--- src/rtl/dmem_store_buffer_if.sv ---
// Bus bundle for dmem_store_buffer: core request/response side plus the data memory side.
// master = core + memory environment, slave = the store buffer itself.
interface dmem_store_buffer_if;
   logic [31:0] req_addr;
   logic [31:0] req_dataW;
   logic [1:0]  req_store_sel;
   logic [2:0]  req_load_sel;
   logic        req_st;
   logic        req_ld;
   logic        flush;
   logic [31:0] dataR;
   logic        stall;
   logic [31:0] mem_addr;
   logic [31:0] mem_dataW;
   logic [1:0]  mem_store_sel;
   logic [2:0]  mem_load_sel;
   logic        mem_wr_en;
   logic [31:0] mem_dataR;

   modport master (
      output req_addr, req_dataW, req_store_sel, req_load_sel, req_st, req_ld, flush, mem_dataR,
      input  dataR, stall, mem_addr, mem_dataW, mem_store_sel, mem_load_sel, mem_wr_en
   );

   modport slave (
      input  req_addr, req_dataW, req_store_sel, req_load_sel, req_st, req_ld, flush, mem_dataR,
      output dataR, stall, mem_addr, mem_dataW, mem_store_sel, mem_load_sel, mem_wr_en
   );
endinterface

--- src/rtl/dmem_store_buffer.sv ---
// FIFO store buffer between core and byte-addressed data memory; drains one store per non-load cycle.
// Optional macro STORE_BUF_FWD_EN: forward buffered bytes into loads instead of stalling loads.
module dmem_store_buffer #(
   parameter int DEPTH = 4,
   parameter int PTR_W = 2
) (
   input logic clk,
   input logic rst,
   dmem_store_buffer_if.slave bus
);
   localparam logic [1:0] STORE_SEL_B = 2'd0;
   localparam logic [1:0] STORE_SEL_H = 2'd1;
   localparam logic [1:0] STORE_SEL_W = 2'd2;
   localparam logic [2:0] LOAD_SEL_B  = 3'd0;
   localparam logic [2:0] LOAD_SEL_BU = 3'd1;
   localparam logic [2:0] LOAD_SEL_H  = 3'd2;
   localparam logic [2:0] LOAD_SEL_HU = 3'd3;
   localparam logic [2:0] LOAD_SEL_W  = 3'd4;

   logic [DEPTH-1:0] valid;
   logic [31:0]      e_addr [DEPTH];
   logic [31:0]      e_data [DEPTH];
   logic [2:0]       e_size [DEPTH];
   logic [PTR_W-1:0] head, tail;
   logic [PTR_W:0]   count;

   logic       not_empty, stall_for_ld, drain, enq;
   logic [2:0] req_size;
   logic [7:0] raw [4];
   logic [31:0] load_word;

   assign not_empty = (count != '0);

`ifdef STORE_BUF_FWD_EN
   assign stall_for_ld = 1'b0;
`else
   assign stall_for_ld = bus.req_ld && not_empty;
`endif

   assign bus.stall = stall_for_ld || (bus.flush && not_empty);
   // A load that actually executes owns the memory port; everything else lets the head drain.
   assign drain     = not_empty && valid[head] && !(bus.req_ld && !stall_for_ld);
   assign enq       = bus.req_st && !bus.stall;

   always_comb begin
      case (bus.req_store_sel)
         STORE_SEL_B: req_size = 3'd1;
         STORE_SEL_H: req_size = 3'd2;
         default:     req_size = 3'd4;
      endcase
   end

   always_comb begin
      bus.mem_addr      = drain ? e_addr[head] : bus.req_addr;
      bus.mem_dataW     = e_data[head];
      bus.mem_wr_en     = drain;
      bus.mem_load_sel  = LOAD_SEL_W;
      case (e_size[head])
         3'd1:    bus.mem_store_sel = STORE_SEL_B;
         3'd2:    bus.mem_store_sel = STORE_SEL_H;
         default: bus.mem_store_sel = STORE_SEL_W;
      endcase
   end

   // Raw load bytes; with forwarding, entries are walked oldest to youngest so the youngest wins.
   always_comb begin
      for (int k = 0; k < 4; k++) begin
         raw[k] = bus.mem_dataR[8*k +: 8];
`ifdef STORE_BUF_FWD_EN
         for (int i = 0; i < DEPTH; i++) begin
            logic [PTR_W-1:0] idx;
            logic [31:0]      off;
            idx = head + PTR_W'(i);
            off = bus.req_addr + 32'(k) - e_addr[idx];
            if (((PTR_W+1)'(i) < count) && valid[idx] && (off < {29'd0, e_size[idx]}))
               raw[k] = e_data[idx][{off[1:0], 3'b000} +: 8];
         end
`endif
      end
   end

   always_comb begin
      case (bus.req_load_sel)
         LOAD_SEL_B:  load_word = {{24{raw[0][7]}}, raw[0]};
         LOAD_SEL_BU: load_word = {24'd0, raw[0]};
         LOAD_SEL_H:  load_word = {{16{raw[1][7]}}, raw[1], raw[0]};
         LOAD_SEL_HU: load_word = {16'd0, raw[1], raw[0]};
         LOAD_SEL_W:  load_word = {raw[3], raw[2], raw[1], raw[0]};
         default:     load_word = 32'd0;
      endcase
      bus.dataR = (bus.req_ld && !stall_for_ld) ? load_word : 32'd0;
   end

   always_ff @(posedge clk or posedge rst) begin
      if (rst) begin
         valid <= '0;
         head  <= '0;
         tail  <= '0;
         count <= '0;
      end else begin
         // Clear before set: when full, the drained head slot is the slot being refilled.
         if (drain) begin
            valid[head] <= 1'b0;
            head        <= head + 1'b1;
         end
         if (enq) begin
            valid[tail] <= 1'b1;
            tail        <= tail + 1'b1;
         end
         count <= count + (PTR_W+1)'(enq) - (PTR_W+1)'(drain);
      end
   end

   always_ff @(posedge clk) begin
      if (enq) begin
         e_addr[tail] <= bus.req_addr;
         e_data[tail] <= bus.req_dataW;
         e_size[tail] <= req_size;
      end
   end
endmodule
--- src/flat_wrapper.sv ---
// flat-port wrapper written by rule: the top's interface ports become plain ports
module dmem_store_buffer_flat 
#(
   parameter int DEPTH = 4,
   parameter int PTR_W = 2
)
  (clk, rst, bus_req_addr, bus_req_dataW, bus_req_store_sel, bus_req_load_sel, bus_req_st, bus_req_ld, bus_flush, bus_mem_dataR, bus_dataR, bus_stall, bus_mem_addr, bus_mem_dataW, bus_mem_store_sel, bus_mem_load_sel, bus_mem_wr_en);
  dmem_store_buffer_if bus_i ();
  input logic clk;
  input logic rst;
  input wire logic [$bits(bus_i.req_addr)-1:0] bus_req_addr;
  input wire logic [$bits(bus_i.req_dataW)-1:0] bus_req_dataW;
  input wire logic [$bits(bus_i.req_store_sel)-1:0] bus_req_store_sel;
  input wire logic [$bits(bus_i.req_load_sel)-1:0] bus_req_load_sel;
  input wire logic [$bits(bus_i.req_st)-1:0] bus_req_st;
  input wire logic [$bits(bus_i.req_ld)-1:0] bus_req_ld;
  input wire logic [$bits(bus_i.flush)-1:0] bus_flush;
  input wire logic [$bits(bus_i.mem_dataR)-1:0] bus_mem_dataR;
  output wire logic [$bits(bus_i.dataR)-1:0] bus_dataR;
  output wire logic [$bits(bus_i.stall)-1:0] bus_stall;
  output wire logic [$bits(bus_i.mem_addr)-1:0] bus_mem_addr;
  output wire logic [$bits(bus_i.mem_dataW)-1:0] bus_mem_dataW;
  output wire logic [$bits(bus_i.mem_store_sel)-1:0] bus_mem_store_sel;
  output wire logic [$bits(bus_i.mem_load_sel)-1:0] bus_mem_load_sel;
  output wire logic [$bits(bus_i.mem_wr_en)-1:0] bus_mem_wr_en;
  assign bus_i.req_addr = bus_req_addr;
  assign bus_i.req_dataW = bus_req_dataW;
  assign bus_i.req_store_sel = bus_req_store_sel;
  assign bus_i.req_load_sel = bus_req_load_sel;
  assign bus_i.req_st = bus_req_st;
  assign bus_i.req_ld = bus_req_ld;
  assign bus_i.flush = bus_flush;
  assign bus_i.mem_dataR = bus_mem_dataR;
  assign bus_dataR = bus_i.dataR;
  assign bus_stall = bus_i.stall;
  assign bus_mem_addr = bus_i.mem_addr;
  assign bus_mem_dataW = bus_i.mem_dataW;
  assign bus_mem_store_sel = bus_i.mem_store_sel;
  assign bus_mem_load_sel = bus_i.mem_load_sel;
  assign bus_mem_wr_en = bus_i.mem_wr_en;
  dmem_store_buffer #(.DEPTH(DEPTH), .PTR_W(PTR_W)) u_core (.clk(clk), .rst(rst), .bus(bus_i));
endmodule
--- config.mk ---
export PLATFORM = sky130hd
export DESIGN_NAME = dmem_store_buffer_flat
export DESIGN_NICKNAME = d
export VERILOG_FILES = /design/src/rtl/dmem_store_buffer_if.sv /design/src/rtl/dmem_store_buffer.sv /design/src/flat_wrapper.sv
export SDC_FILE = /design/constraint.sdc
export NUM_CORES = 1
export LEC_CHECK = 0
export BUFFER_PORTS_ARGS = -buffer_cell sky130_fd_sc_hd__buf_4
export CAP_MARGIN = 20
export CORE_MARGIN = 3
export CORE_UTILIZATION = 55
export DETAILED_ROUTE_END_ITERATION = 12
export HOLD_SLACK_MARGIN = 0.02
export PLACE_DENSITY = 0.79
export SYNTH_ARGS = -nofsm -noshare
export SYNTH_HDL_FRONTEND = slang
export SYNTH_SLANG_ARGS = --single-unit
--- constraint.sdc ---
create_clock -name clk -period 4.6 [get_ports clk]
set_input_delay 0 -clock clk [delete_from_list [all_inputs] [get_ports clk]]
set_output_delay 0 -clock clk [all_outputs]
set_load 0.005 [all_outputs]
==> impl_metrics.toml <==
[cts]
cts_inserted_buffers = 27
clk_latency_ps = 520
ctsResizeCount = 0
clk_pin_slew_ps = 60
cts-root-buf = "clkbuf_16"
post_cts_buffers = 0
clockBufferDepth = 3
htree_levels = 1
cts_tree = "done"
cts.sinks = 279

[routing]
vias = 5989
drtPass1Iterations = 5
wl_per_cell_um = 21.5
avgViaCountPerCell = 5.53
wl_met3_mm = 1.83
drt_iter0_markers = 349
dr_wl_met2_mm = 12.1
wl_met1_mm = 9.03
drt_wl_total_mm = 23.2
highest_layer = "met4"
drc = 0
final_antenna_net_count = 0

[global_routing]
grt_pass1_vias = 6491
grt_max_degree = 72
grt_usage = 0.208
grt_overflow = 0
grt_pass1_wl_mm = 36.0
antenna_found_initial = 0

[worst_setup_path]
critical_path_class = "reg2out"
cp_max_fo = 37
start_kind = "register"
worstPathArrival_ps = 3270
end_kind = "output port"
crit_required_ps = 4600

[synth]
yosysSeqAreaShare = 0.738
yosysUniqueCellTypes = 38
netlist_instances = 525
syn-cell-area_mm2 = 0.0113
yosysMostFrequentCell = "edfxtp_1"
yosysWarnings = 0
synth.top_cells.by_area = "edfxtp_1 71%, mux4_2 14%, mux2_4 4.0%"
synthFlopType = "edfxtp_1"
ys_ff_latch = 279
synth.top_cell.area_share = 0.714
avgSynthCellArea_um2 = 21.5
synthArstFlopShare = 0.0394
synth_edf_count = 268
netlist_top_cells_count = "268 x edfxtp_1, 68 x mux4_2, 30 x mux2_4"
synthSimpleGateAreaFrac = 0.0224
synth_compound_area_frac = 0.0189
synth_mux_area_frac = 0.182
synth_top_family_by_area = "multiplexers"
synth_top_cell_by_area = "edfxtp_1"
yosys.area_share.adder = 0.0118
synth_xor_area_frac = 0.00388

[place]
dp_hpwl_mm = 13.3
port_buffers = 205
routabilityCongestion = 0.707

[timing]
grt_setup_unrepaired = "no"
min_period_over_period = 0.711
tns_ps = 0
hold_viol = 0
timing.slew.headroom = 0.300
tightest_slew_ps = 1050
slew_violations = 0
max_freq_mhz = 306
fin_worst_skew_ps = 17.9
finalCriticalPeriod_ps = 3270
finalSetupViolCount = 0

[cells_and_area]
antenna_cells = 0
syn2layout_area_growth_pct = 29.4
multiInputGateArea_mm2 = 0.00272
nets = 915
fill_cells = 1153
drive_gt1_frac = 0.444
seq_area_mm2 = 0.00833

[power_and_ir_drop]
p_leak_nw = 5.29
peakVddDrop_mv = 0.392
cellPowerDensity_mw_per_mm2 = 592
power_mw = 8.64

[floorplan]
floorplan.initialDensity = 0.570
core_mm2 = 0.0198
die_x_um = 149
chipHeight_um = 149
dieArea_mm2 = 0.0223
io-pin-count = 209
rows = 51

[outcome]
outcome = "finished clean"

[job]
drv_cap = 0

[hold_path]
hp-class = "in2reg"
[timing repair]
item	in CTS	in global routing
hold buffers	67	0
endpoints found under the hold margin	279	0
setup endpoints to repair	0	0
[area by class of cell]
cell class                      count  share of cell area
Sequential cell                   279               0.571
Multi-Input combinational cell    207               0.186
Timing Repair Buffer              277               0.154
Clock buffer                       28              0.0466
Tap cell                          265              0.0227
Clock inverter                     20              0.0173
Inverter                            7             0.00180
[final timing paths]
path	start	endpoint	slack (ps)	cells past startpoint
worst min-delay path	bus_req_st	u_core.tail[0]	70	3
worst min register to register	u_core.valid[0]	u_core.valid[0]	540	1
worst max register to register	u_core.count[0]	u_core.count[2]	1670	7
worst max-delay path	u_core.head[0]	bus_mem_addr[20]	1330	5
min in group asynchronous	rst	u_core.count[0]	90	3
max in group asynchronous	rst	u_core.head[1]	4150	3
[worst max-delay path, cell delays in order, from the launching register on]
cell	delay (ps)
dfrtp_4	410
buf_4	570
buf_4	700
mux4_2	610
mux2_4	300
buf_4	140
[power by group]
group	leakage (nW)	internal, mW	switching (mW)
combinational	2.28	1.77	1.38
clock	0.461	1.41	0.897
sequential	2.55	3.11	0.0808
total	5.29	6.28	2.35
[cells by family after synthesis]
| family | Yosys count |
|---|---|
| flops | 279 |
| mux | 104 |
| simple gates | 47 |
| buf+inv | 40 |
| compound gates | 38 |
| fa+ha+maj | 10 |
| xor+xnor | 5 |
| other cells | 2 |
[per-stage QoR]
step / worst slack (ps) / instances / util / area [um^2] / hold WS (ps)
after detailed placement: 1680 / 967 / 0.656 / 13000 / 49.5
after global placement: 1780 / 967 / 0.656 / 13000 / 30.6
after floorplan: 1490 / 526 / - / 11300 / -148
after CTS: 1200 / 1082 / 0.737 / 14600 / 52.2
final: 1330 / 1083 / 0.737 / 14600 / 70.5
after global routing: 1030 / 1083 / 0.737 / 14600 / 76.7
[metal layers]
metal,vias to the layer above,GRT usage
li1,2676,-
met1,3044,0.277
met4,0,0.0449
met3,25,0.0444
met5,-,0
met2,244,0.360
[sequential cells by signal, indices dropped and copies added (netlist names)]
register       flops
u_core.e_size     12
u_core.e_data    128
u_core.count       3
u_core.tail        2
u_core.e_addr    128
u_core.valid       4
u_core.head        2
[cells in the final DEF (no fill, tap or decap), types with 3 or more instances in the layout]
| master | n |
|---|---|
| inv_1 | 6 |
| edfxtp_1 | 268 |
| buf_4 | 209 |
| conb_1 | 3 |
| dfrtp_1 | 9 |
| dlygate4sd3_1 | 67 |
| and2_1 | 8 |
| mux4_2 | 68 |
| clkinv_2 | 10 |
| mux2_1 | 3 |
| bufinv_16 | 6 |
| nand2_1 | 16 |
| clkbuf_16 | 27 |
| xnor2_1 | 4 |
| nor2b_1 | 6 |
| o21ai_0 | 9 |
| nor2_1 | 3 |
| a21oi_1 | 24 |
| and2_4 | 4 |
| mux2_4 | 30 |
| a221o_1 | 4 |
| ha_1 | 9 |
(Power assumes the default switching activity.)
